### src/rtl/suprloco_loader_pkg.sv
// Shared types and constants for the SuprLoco ROM download sequencer.
package suprloco_loader_pkg;

    typedef enum logic [1:0] {
        StIdle = 2'd0,
        StReq  = 2'd1,
        StHold = 2'd2
    } state_e;

    localparam logic [4:0] SEL_MAIN = 5'b00001;
    localparam logic [4:0] SEL_SND  = 5'b00010;
    localparam logic [4:0] SEL_TILE = 5'b00100;
    localparam logic [4:0] SEL_SPR  = 5'b01000;
    localparam logic [4:0] SEL_PROM = 5'b10000;

    localparam logic [15:0] IDX_ROM = 16'd0;
    localparam logic [15:0] IDX_DIP = 16'd254;

endpackage

### src/rtl/suprloco_rom_region_dec.sv
// Combinational byte-address to ROM-region decoder: one-hot select plus
// region-relative address; valid is low past the last region.
module suprloco_rom_region_dec
    import suprloco_loader_pkg::*;
#(
    parameter logic [23:0] MainEnd = 24'h0C000,
    parameter logic [23:0] SndEnd  = 24'h0E000,
    parameter logic [23:0] TileEnd = 24'h14000,
    parameter logic [23:0] SprEnd  = 24'h1C000,
    parameter logic [23:0] PromEnd = 24'h1C200
) (
    input  logic [26:0] addr_i,
    output logic [4:0]  sel_o,
    output logic [16:0] rel_addr_o,
    output logic        valid_o
);

    // Only the low 17 bits of the difference are kept, so subtracting the
    // low bits of the base gives the same result without a wide subtractor.
    always_comb begin
        sel_o      = '0;
        rel_addr_o = '0;
        valid_o    = 1'b0;
        if (addr_i < 27'(MainEnd)) begin
            sel_o      = SEL_MAIN;
            rel_addr_o = addr_i[16:0];
            valid_o    = 1'b1;
        end else if (addr_i < 27'(SndEnd)) begin
            sel_o      = SEL_SND;
            rel_addr_o = addr_i[16:0] - MainEnd[16:0];
            valid_o    = 1'b1;
        end else if (addr_i < 27'(TileEnd)) begin
            sel_o      = SEL_TILE;
            rel_addr_o = addr_i[16:0] - SndEnd[16:0];
            valid_o    = 1'b1;
        end else if (addr_i < 27'(SprEnd)) begin
            sel_o      = SEL_SPR;
            rel_addr_o = addr_i[16:0] - TileEnd[16:0];
            valid_o    = 1'b1;
        end else if (addr_i < 27'(PromEnd)) begin
            sel_o      = SEL_PROM;
            rel_addr_o = addr_i[16:0] - SprEnd[16:0];
            valid_o    = 1'b1;
        end
    end

endmodule

### src/rtl/suprloco_rom_loader.sv
// hps_io ioctl download sequencer: routes ROM bytes to a req/ack write port,
// captures DIP bytes and holds the core in reset. Optional SUPRLOCO_LOADER_CHECKSUM_EN.
module suprloco_rom_loader
    import suprloco_loader_pkg::*;
#(
    parameter logic [23:0] MAIN_END = 24'h0C000,
    parameter logic [23:0] SND_END  = 24'h0E000,
    parameter logic [23:0] TILE_END = 24'h14000,
    parameter logic [23:0] SPR_END  = 24'h1C000,
    parameter logic [23:0] PROM_END = 24'h1C200,
    parameter int unsigned RST_HOLD = 16
) (
    input  logic        i_EMU_MCLK,
    input  logic        i_EMU_INITRST_n,
    input  logic        i_IOCTL_DOWNLOAD,
    input  logic [15:0] i_IOCTL_INDEX,
    input  logic [26:0] i_IOCTL_ADDR,
    input  logic [7:0]  i_IOCTL_DATA,
    input  logic        i_IOCTL_WR,
    output logic        o_IOCTL_WAIT,
    output logic [16:0] o_ROM_ADDR,
    output logic [7:0]  o_ROM_DATA,
    output logic [4:0]  o_ROM_SEL,
    output logic        o_WR_REQ,
    input  logic        i_WR_ACK,
    output logic [15:0] o_DIP,
    output logic        o_CORE_RST,
    output logic        o_OVERRUN
`ifdef SUPRLOCO_LOADER_CHECKSUM_EN
    ,
    output logic [15:0] o_CHECKSUM,
    output logic        o_CHECKSUM_VLD
`endif
);

    localparam logic [15:0] HoldLoad = 16'(RST_HOLD);

    state_e      state_q, state_d;
    logic [16:0] addr_q, addr_d;
    logic [7:0]  data_q, data_d;
    logic [4:0]  sel_q, sel_d;
    logic [15:0] dip_q, dip_d;
    logic [15:0] hold_cnt_q, hold_cnt_d;
    logic        core_rst_q, core_rst_d;
    logic        overrun_q, overrun_d;
    logic        dl_seen_q, dl_seen_d;

    logic [4:0]  dec_sel;
    logic [16:0] dec_addr;
    logic        dec_valid;

    suprloco_rom_region_dec #(
        .MainEnd (MAIN_END),
        .SndEnd  (SND_END),
        .TileEnd (TILE_END),
        .SprEnd  (SPR_END),
        .PromEnd (PROM_END)
    ) u_dec (
        .addr_i     (i_IOCTL_ADDR),
        .sel_o      (dec_sel),
        .rel_addr_o (dec_addr),
        .valid_o    (dec_valid)
    );

    always_comb begin
        state_d    = state_q;
        addr_d     = addr_q;
        data_d     = data_q;
        sel_d      = sel_q;
        dip_d      = dip_q;
        hold_cnt_d = hold_cnt_q;
        core_rst_d = core_rst_q;
        overrun_d  = overrun_q;
        // Remembers that a download happened so its end can start the hold.
        dl_seen_d  = dl_seen_q | i_IOCTL_DOWNLOAD;
        if (i_IOCTL_DOWNLOAD) begin
            core_rst_d = 1'b1;
        end

        unique case (state_q)
            StIdle: begin
                if (i_IOCTL_WR && i_IOCTL_DOWNLOAD) begin
                    if (i_IOCTL_INDEX == IDX_ROM && dec_valid) begin
                        addr_d  = dec_addr;
                        data_d  = i_IOCTL_DATA;
                        sel_d   = dec_sel;
                        state_d = StReq;
                    end else if (i_IOCTL_INDEX == IDX_DIP) begin
                        if (i_IOCTL_ADDR == 27'd0) begin
                            dip_d[7:0] = i_IOCTL_DATA;
                        end else if (i_IOCTL_ADDR == 27'd1) begin
                            dip_d[15:8] = i_IOCTL_DATA;
                        end
                    end
                end else if (!i_IOCTL_DOWNLOAD && dl_seen_q) begin
                    state_d    = StHold;
                    hold_cnt_d = HoldLoad;
                    dl_seen_d  = 1'b0;
                end
            end
            StReq: begin
                if (i_IOCTL_WR) begin
                    overrun_d = 1'b1;
                end
                if (i_WR_ACK) begin
                    sel_d = '0;
                    if (!i_IOCTL_DOWNLOAD && dl_seen_q) begin
                        state_d    = StHold;
                        hold_cnt_d = HoldLoad;
                        dl_seen_d  = 1'b0;
                    end else begin
                        state_d = StIdle;
                    end
                end
            end
            StHold: begin
                if (i_IOCTL_WR) begin
                    overrun_d = 1'b1;
                end
                if (i_IOCTL_DOWNLOAD) begin
                    state_d = StIdle;
                end else if (hold_cnt_q <= 16'd1) begin
                    hold_cnt_d = '0;
                    core_rst_d = 1'b0;
                    state_d    = StIdle;
                end else begin
                    hold_cnt_d = hold_cnt_q - 16'd1;
                end
            end
            default: state_d = StIdle;
        endcase
    end

    always_ff @(posedge i_EMU_MCLK or negedge i_EMU_INITRST_n) begin
        if (!i_EMU_INITRST_n) begin
            state_q    <= StIdle;
            addr_q     <= '0;
            data_q     <= '0;
            sel_q      <= '0;
            dip_q      <= 16'hFFFF;
            hold_cnt_q <= '0;
            core_rst_q <= 1'b1;
            overrun_q  <= 1'b0;
            dl_seen_q  <= 1'b0;
        end else begin
            state_q    <= state_d;
            addr_q     <= addr_d;
            data_q     <= data_d;
            sel_q      <= sel_d;
            dip_q      <= dip_d;
            hold_cnt_q <= hold_cnt_d;
            core_rst_q <= core_rst_d;
            overrun_q  <= overrun_d;
            dl_seen_q  <= dl_seen_d;
        end
    end

    assign o_WR_REQ     = (state_q == StReq);
    assign o_IOCTL_WAIT = (state_q == StReq);
    assign o_ROM_ADDR   = addr_q;
    assign o_ROM_DATA   = data_q;
    assign o_ROM_SEL    = sel_q;
    assign o_DIP        = dip_q;
    assign o_CORE_RST   = core_rst_q | i_IOCTL_DOWNLOAD;
    assign o_OVERRUN    = overrun_q;

`ifdef SUPRLOCO_LOADER_CHECKSUM_EN
    logic        dl_q;
    logic [15:0] csum_q, csum_d;
    logic        csum_vld_q, csum_vld_d;

    always_comb begin
        csum_d     = csum_q;
        csum_vld_d = csum_vld_q;
        if (state_q == StReq && i_WR_ACK) begin
            csum_d = csum_q + {8'h00, data_q};
        end
        if (state_d == StHold && state_q != StHold) begin
            csum_vld_d = 1'b1;
        end
        if (i_IOCTL_DOWNLOAD && !dl_q) begin
            csum_d     = '0;
            csum_vld_d = 1'b0;
        end
    end

    always_ff @(posedge i_EMU_MCLK or negedge i_EMU_INITRST_n) begin
        if (!i_EMU_INITRST_n) begin
            dl_q       <= 1'b0;
            csum_q     <= '0;
            csum_vld_q <= 1'b0;
        end else begin
            dl_q       <= i_IOCTL_DOWNLOAD;
            csum_q     <= csum_d;
            csum_vld_q <= csum_vld_d;
        end
    end

    assign o_CHECKSUM     = csum_q;
    assign o_CHECKSUM_VLD = csum_vld_q;
`endif

endmodule

### config.mk
export PLATFORM = sky130hd
export DESIGN_NAME = suprloco_rom_loader
export DESIGN_NICKNAME = d
export VERILOG_FILES = /design/src/rtl/suprloco_loader_pkg.sv /design/src/rtl/suprloco_rom_region_dec.sv /design/src/rtl/suprloco_rom_loader.sv
export SDC_FILE = /design/constraint.sdc
export NUM_CORES = 1
export LEC_CHECK = 0
export ABC_AREA = 1
export CORE_MARGIN = 4
export CORE_UTILIZATION = 40
export DETAILED_ROUTE_END_ITERATION = 10
export HOLD_SLACK_MARGIN = 0.15
export PLACE_DENSITY = 0.77
export SLEW_MARGIN = 20
export SYNTH_ARGS = -nofsm -noshare
export SYNTH_HDL_FRONTEND = slang
export SYNTH_HIERARCHICAL = 1
export SYNTH_SLANG_ARGS = --single-unit
### constraint.sdc
create_clock -name i_EMU_MCLK -period 2.2 [get_ports i_EMU_MCLK]
set_input_delay 0.22 -clock i_EMU_MCLK [delete_from_list [all_inputs] [get_ports i_EMU_MCLK]]
set_output_delay 0.22 -clock i_EMU_MCLK [all_outputs]
set_load 0.01 [all_outputs]
Word-level counts from Yosys, hierarchy flattened
Index checks and enable logic that the tools add are counted.
{"block": "totals", "register_bits": 67, "in_bits": 56, "output_inout_bits": 50, "elab_cells": 95}
{"block": "classes", "addsub": 5, "n_lt_le_gt_ge": 6, "eq_ne": 12, "mux": 41, "n_bitwise": 4, "reduce_logical": 17}
{"operator": "two-way mux 17 bit", "n": 5}
{"operator": "less-than comparator 27 x 17 -> 1 bit (second input constant)", "n": 3}
{"operator": "two-way mux 16 bit", "n": 5}
{"operator": "less-than comparator 27 x 16 -> 1 bit (second input constant)", "n": 2}
{"operator": "one-hot mux 16 bit (3 select lines)", "n": 1}
{"operator": "two-way mux 5 bit", "n": 8}
{"operator": "subtractor 17 x 16 -> 17 bit (second input constant)", "n": 2}
{"operator": "subtractor 17 bit (second input constant)", "n": 2}
{"operator": "== test 27 x 1 -> 1 bit (second input constant)", "n": 1}
{"operator": "logical NOT 27 bit", "n": 1}
{"operator": "== test 16 x 8 -> 1 bit (second input constant)", "n": 1}
{"operator": "less-or-equal comparator 16 x 1 -> 1 bit (second input constant)", "n": 1}
{"operator": "logical NOT 16 bit", "n": 1}
{"operator": "subtractor 16 x 1 -> 16 bit (second input constant)", "n": 1}
{"operator": "two-way mux 2 bit", "n": 7}
{"operator": "two-way mux 1 bit", "n": 12}
{"operator": "AND reduction 4 bit", "n": 3}
{"operator": "one-hot mux 5 bit (2 select lines)", "n": 1}
{"operator": "inequality test 3 bit (second input constant)", "n": 3}
{"operator": "inequality test 2 bit (second input constant)", "n": 4}
{"operator": "one-hot mux 2 bit (3 select lines)", "n": 1}
{"operator": "AND reduction 6 bit", "n": 1}
{"operator": "AND reduction 5 bit", "n": 1}
{"operator": "logical AND 1 bit", "n": 3}
{"operator": "13 further kinds", "n": 15}

Longest topological paths before layout
{"block": "depth", "word_depth": 10, "mapped_depth": 14, "ltp_nobuf": 14}

Modules after synthesis
Netlist, hierarchy kept.
{"mod": "suprloco_rom_loader", "n_inst": 1, "cells_each": 451, "area_per_inst_um2": 3515.9, "seq_area_each_um2": 1697.9}
{"mod": "suprloco_rom_region_dec", "n_inst": 1, "cells_each": 116, "area_per_inst_um2": 580.6, "seq_area_each_um2": 0.0}

Worst setup path after synthesis
Ideal clock, no wire load.
{"block": "synth_timing", "kind": "input to register", "startpoint": "in i_IOCTL_ADDR[26]", "endpoint": "reg addr_q[14], in the netlist o_ROM_ADDR[14]", "setup_time_ns": 0.132, "arrival_time_ns": 1.479, "required_time_ns": 2.068, "path_slack_ns": 0.589, "stages": 11, "path_buffers": 1, "cell_sequence": "nor2_1 -> nand2_1 -> nor2_4 -> nand2_1 -> nand2_2 -> nand2_1 -> nor2_2 -> nand3_1 -> clkbuf_1 -> nand2_1 -> o21ai_0"}
{"block": "synth_via", "elab_chain_cells": 8, "elab_cells_between_ends": 17, "classes_between": "order compare (5); mux (10); reduce/logical (2)"}
{"item": "from (decl)", "line": "suprloco_rom_loader.sv:17", "source": "input logic [26:0] i_IOCTL_ADDR,"}
{"item": "less-than comparator 27 x 17 -> 1 bit", "line": "suprloco_rom_region_dec.sv:40", "source": "end else if (addr_i < 27'(PromEnd)) begin"}
{"item": "two-way mux 1 bit", "line": "suprloco_rom_region_dec.sv:40"}
{"item": "two-way mux 1 bit", "line": "suprloco_rom_region_dec.sv:36", "source": "end else if (addr_i < 27'(SprEnd)) begin"}
{"item": "two-way mux 1 bit", "line": "suprloco_rom_region_dec.sv:32", "source": "end else if (addr_i < 27'(TileEnd)) begin"}
{"item": "two-way mux 1 bit", "line": "suprloco_rom_region_dec.sv:28", "source": "end else if (addr_i < 27'(SndEnd)) begin"}
{"item": "two-way mux 1 bit (*)", "line": "suprloco_rom_region_dec.sv:24", "source": "if (addr_i < 27'(MainEnd)) begin"}
{"item": "net dec_valid", "line": "suprloco_rom_loader.sv:50", "source": "logic dec_valid;"}
{"item": "logical AND 1 bit (*)", "line": "suprloco_rom_loader.sv:83", "source": "if (i_IOCTL_INDEX == IDX_ROM && dec_valid) begin"}
{"item": "AND reduction 3 bit (no source line) (*)"}
{"item": "to (signal assigned)", "line": "suprloco_rom_loader.sv:147", "source": "addr_q <= addr_d;"}
{"item": "to (decl)", "line": "suprloco_rom_loader.sv:39", "source": "logic [16:0] addr_q, addr_d;"}
The timed path passes the listed nets; every way through them passes the cells marked *.
A chain may end at the register's enable or synchronous reset.

Worst setup path after layout
{"block": "layout_timing", "startpoint": "reg state_q[0]", "endpoint": "reg hold_cnt_q[13]"}
{"block": "layout_via", "elab_chain_cells": 3, "elab_cells_between_ends": 9, "classes_between": "eq/ne (5); mux (1); reduce/logical (3)"}
{"item": "from (decl)", "line": "suprloco_rom_loader.sv:38", "source": "state_e state_q, state_d;"}
{"item": "from (signal assigned)", "line": "suprloco_rom_loader.sv:136", "source": "state_q <= StIdle;"}
{"item": "from (signal assigned)", "line": "suprloco_rom_loader.sv:146", "source": "state_q <= state_d;"}
{"item": "== test 2 bit (tied with other cells)", "line": "suprloco_rom_loader.sv:80", "source": "unique case (state_q)"}
{"item": "inequality test 2 bit (no source line) (tied with other cells)"}
{"item": "AND reduction 4 bit (no source line)"}
{"item": "to (signal assigned)", "line": "suprloco_rom_loader.sv:151", "source": "hold_cnt_q <= hold_cnt_d;"}
{"item": "to (decl)", "line": "suprloco_rom_loader.sv:43", "source": "logic [15:0] hold_cnt_q, hold_cnt_d;"}
Several ways; a longest one is shown, not always the timed one.

==> run metrics <==
Net Count, Synth=633; clock edge transition at the registers on the reported setup and hold paths=about 0.07 ns; total net switching power=1320 µW; TritonCTS clock tree=built; proportion of total power due to net switching=0.348; horizontal extent of the die=109 µm; Final Cycle Share=0.866; Fin Hold WS=0.404 ns; Congestion Overflow GR=0; share of layout cells above drive strength 1=0.125; area overhead of the layout relative to synthesis=36.3%; peak supply drop=328 µV; number of hold violations in the final report=0; worst r2r src=state_q[0]; met3 wirelength from detailed routing=643 µm; Critical path destination=hold_cnt_q[13]; relative contribution of the clock network to total power=0.288; sum of net half-perimeters after detailed placement=8.22 mm; post-CTS setup repair buffer count=0; H-tree levels=3; DRT Wirelength=10.3 mm; arrival time at the worst endpoint=2.13 ns; data required time at the worst endpoint=2.43 ns; max-capacitance violation count=0; core box area=9860 µm²; sequential-to-total area share from yosys stat=0.414; flip-flop cell with the highest count after synthesis=dfrtp_1; synthesized area per cell=7.22 µm²; number of antenna violations at the first check in global routing=0; total length of routed met2 wires=4.93 mm; class of the tightest hold or removal check=primary input to async pin; Total Routing Usage GR=0.179; maximum clock skew at final layout=between 0.01 and 0.015 ns; average vias per placed instance=4.74; remaining antenna violation count=0; Pre-Repair DR Iteration Count=4; routed via count=3,899; detailed-routing wirelength on met1=4.52 mm; number of library cell types mapped by synthesis=35; final-report setup violation count=0; Yosys reg bits=67; relative contribution of sequential cells to total power=0.390; number of CTS-inserted buffers=9; first-pass GRT wire length=17.0 mm; FF-to-FF path depth=9; uppermost routed layer=met4; number of fill cells in the layout=approximately 920; final slew viol count=0; number of nets in the finished design=751; insertion delay to the later sink of the worst-skew pair=0.33 ns; Power Dens Cells=681 nW/µm²; combinational share of power=0.322; deepest clock path buffer count=2; count of cells resized by post-cts repair=0; critical path type=flip-flop to flip-flop; Sink Count=67; setup repair after global routing missed its margin=no; worst reg2reg setup slack=~0.29 ns; async set-reset flop share out of synthesis=1.00; count of flip-flops with a built-in enable after synthesis=0; vertical extent of the die=between 100 and 150 µm; worst reg2reg endpoint=hold_cnt_q[13]; leakage power=0.00268 µW; Yosys warnings=6; instance count of the mapped netlist=567; clock root buffer=clkbuf_8; antenna cells=0; worst slew pin tran=0.523 ns; number of I/O port buffers=105; design internal power=2480 µW; Setup crit start kind=flip-flop; Rel. slew slack=0.651; total die area=11,900 µm²; drc violations=0; final worst setup slack=roughly 0.29 ns; status=finished clean; cells taking the most area after synthesis=dfrtp_1 (31%), nand2_1 (13%), dfstp_2 (11%); largest area contributor in the synthesized netlist=dfrtp_1; pin count of the biggest net entering global routing=about 50; per-cell routed wire length=12.5 µm; critical-path maximum fanout=8; number of global-route vias before repair=3,726; pre-CTS worst setup slack=-0.0654 ns; Iter 0 DRT Violations=~200; synthesized cell area=4100 µm²; start point of the critical path=state_q[0]; area fraction of the dominant cell type after synthesis=0.305; Max Freq=525 MHz; row count=36; crit path capture type=flip-flop; io pins=106; starting utilization of the core area=0.415; crit path time final=around 1.9 ns; weighted congestion at the end of routability-driven global placement=roughly 0.87
## cell usage after synthesis, types with 2 or more instances
master	n
buf_4	2
nand2_1	145
a21oi_1	7
inv_2	6
nand3_4	2
nand3_2	4
nand2_2	4
nor2_1	74
nand4_1	22
o21ai_0	32
a31oi_1	4
inv_1	106
nor2_2	15
ha_1	10
buf_6	2
clkbuf_1	6
dfrtp_1	50
xor2_1	8
nand3_1	20
nor3_1	2
o21ai_1	9
nor2_4	8
dfstp_2	17
## cell families (layout without fill, tap and decap cells)
kind of cell,after synthesis,in the layout,share of synthesized area
XOR/XNOR,9,9,0.0192
flip-flops,67,67,0.414
AO/OA/AOI/OAI,57,57,0.0764
adder cells (fa/ha/maj),10,10,0.0305
buffers and inverters,124,247,0.122
AND/OR/NAND/NOR,300,300,0.337
## layer usage
metal,vias up,GRT usage
met3,18,0.0379
met1,1788,0.228
li1,1978,-
met4,0,0.0641
met5,-,0
met2,115,0.303
## through the flow
step                      total power, µW  area (µm²)  setup TNS (ns)   util  instances
after floorplan                      2340        4100               0      -        567
after global placement               2680        5360               0  0.544        806
after detailed placement             2720        5360          -0.312  0.544        806
after CTS                            3820        5580               0  0.566        823
after global routing                 4090        5580               0  0.566        823
final                                3800        5580               0  0.566        823
## layout by cell type (no fill, tap or decap), drive strengths merged, types with 2 or more instances in the layout
master         count
a21oi              8
a31oi              4
buf               14
bufinv             2
clkbuf            11
clkdlybuf4s50    104
clkinv             3
dfrtp             50
dfstp             17
ha                10
inv              112
nand2            149
nand3             26
nand4             22
nor2              97
nor3               2
o21ai             41
xor2               8
## worst max-delay path: stages (launching register included)
cell,delay (ns)
dfrtp_1,0.42
inv_1,0.10
ha_1,0.28
o21ai_1,0.12
nor2_2,0.29
nand2_1,0.16
nor2_2,0.16
nand2_1,0.09
o21ai_1,0.12
nor2_1,0.05
## registers in the layout (all words and copies together), names as in the netlist
register    flops
o_DIP          16
core_rst_q      1
o_ROM_DATA      8
o_OVERRUN       1
hold_cnt_q     16
o_ROM_ADDR     17
state_q         2
o_ROM_SEL       5
dl_seen_q       1
## power by group through the flow
stage / Sequential, µW / Clock (µW) / Combinational (µW)
final: 1480 / 1090 / 1220
after global routing: 1500 / 1180 / 1410
after CTS: 1480 / 1110 / 1230
after detailed placement: 1500 / 0 / 1220
after global placement: 1490 / 0 / 1180
after floorplan: 1470 / 0 / 869
## how the worst min path moves through the flow
stage	slack [ns]	from	end	depth (start not counted)
2_1_floorplan	-0.08	i_EMU_INITRST_n	dl_seen_q	0
3_3_place_gp	0.22	i_EMU_INITRST_n	hold_cnt_q[1]	1
3_5_place_dp	0.23	i_EMU_INITRST_n	hold_cnt_q[1]	1
4_1_cts	0.41	i_EMU_INITRST_n	hold_cnt_q[0]	2
5_1_grt	0.45	i_EMU_INITRST_n	hold_cnt_q[0]	2
6_report	0.40	i_EMU_INITRST_n	hold_cnt_q[0]	2
## timing repair
action,in CTS,in global routing
setup endpoints to repair,0,0
hold endpoints to repair,19,0
hold buffers,1,0
## cell type report
class | count | area (µm²) | share of cell area
repair buffers | 119 | 1190 | 0.213
flip-flops and latches | 67 | 1700 | 0.304
multi-input cells | 376 | 1900 | 0.340
well taps | 133 | 166 | 0.0298
clock inverters | 5 | 77.6 | 0.0139
clock buffers | 11 | 131 | 0.0235
inverters | 112 | 420 | 0.0753
Power figures use the tool's default switching activity.
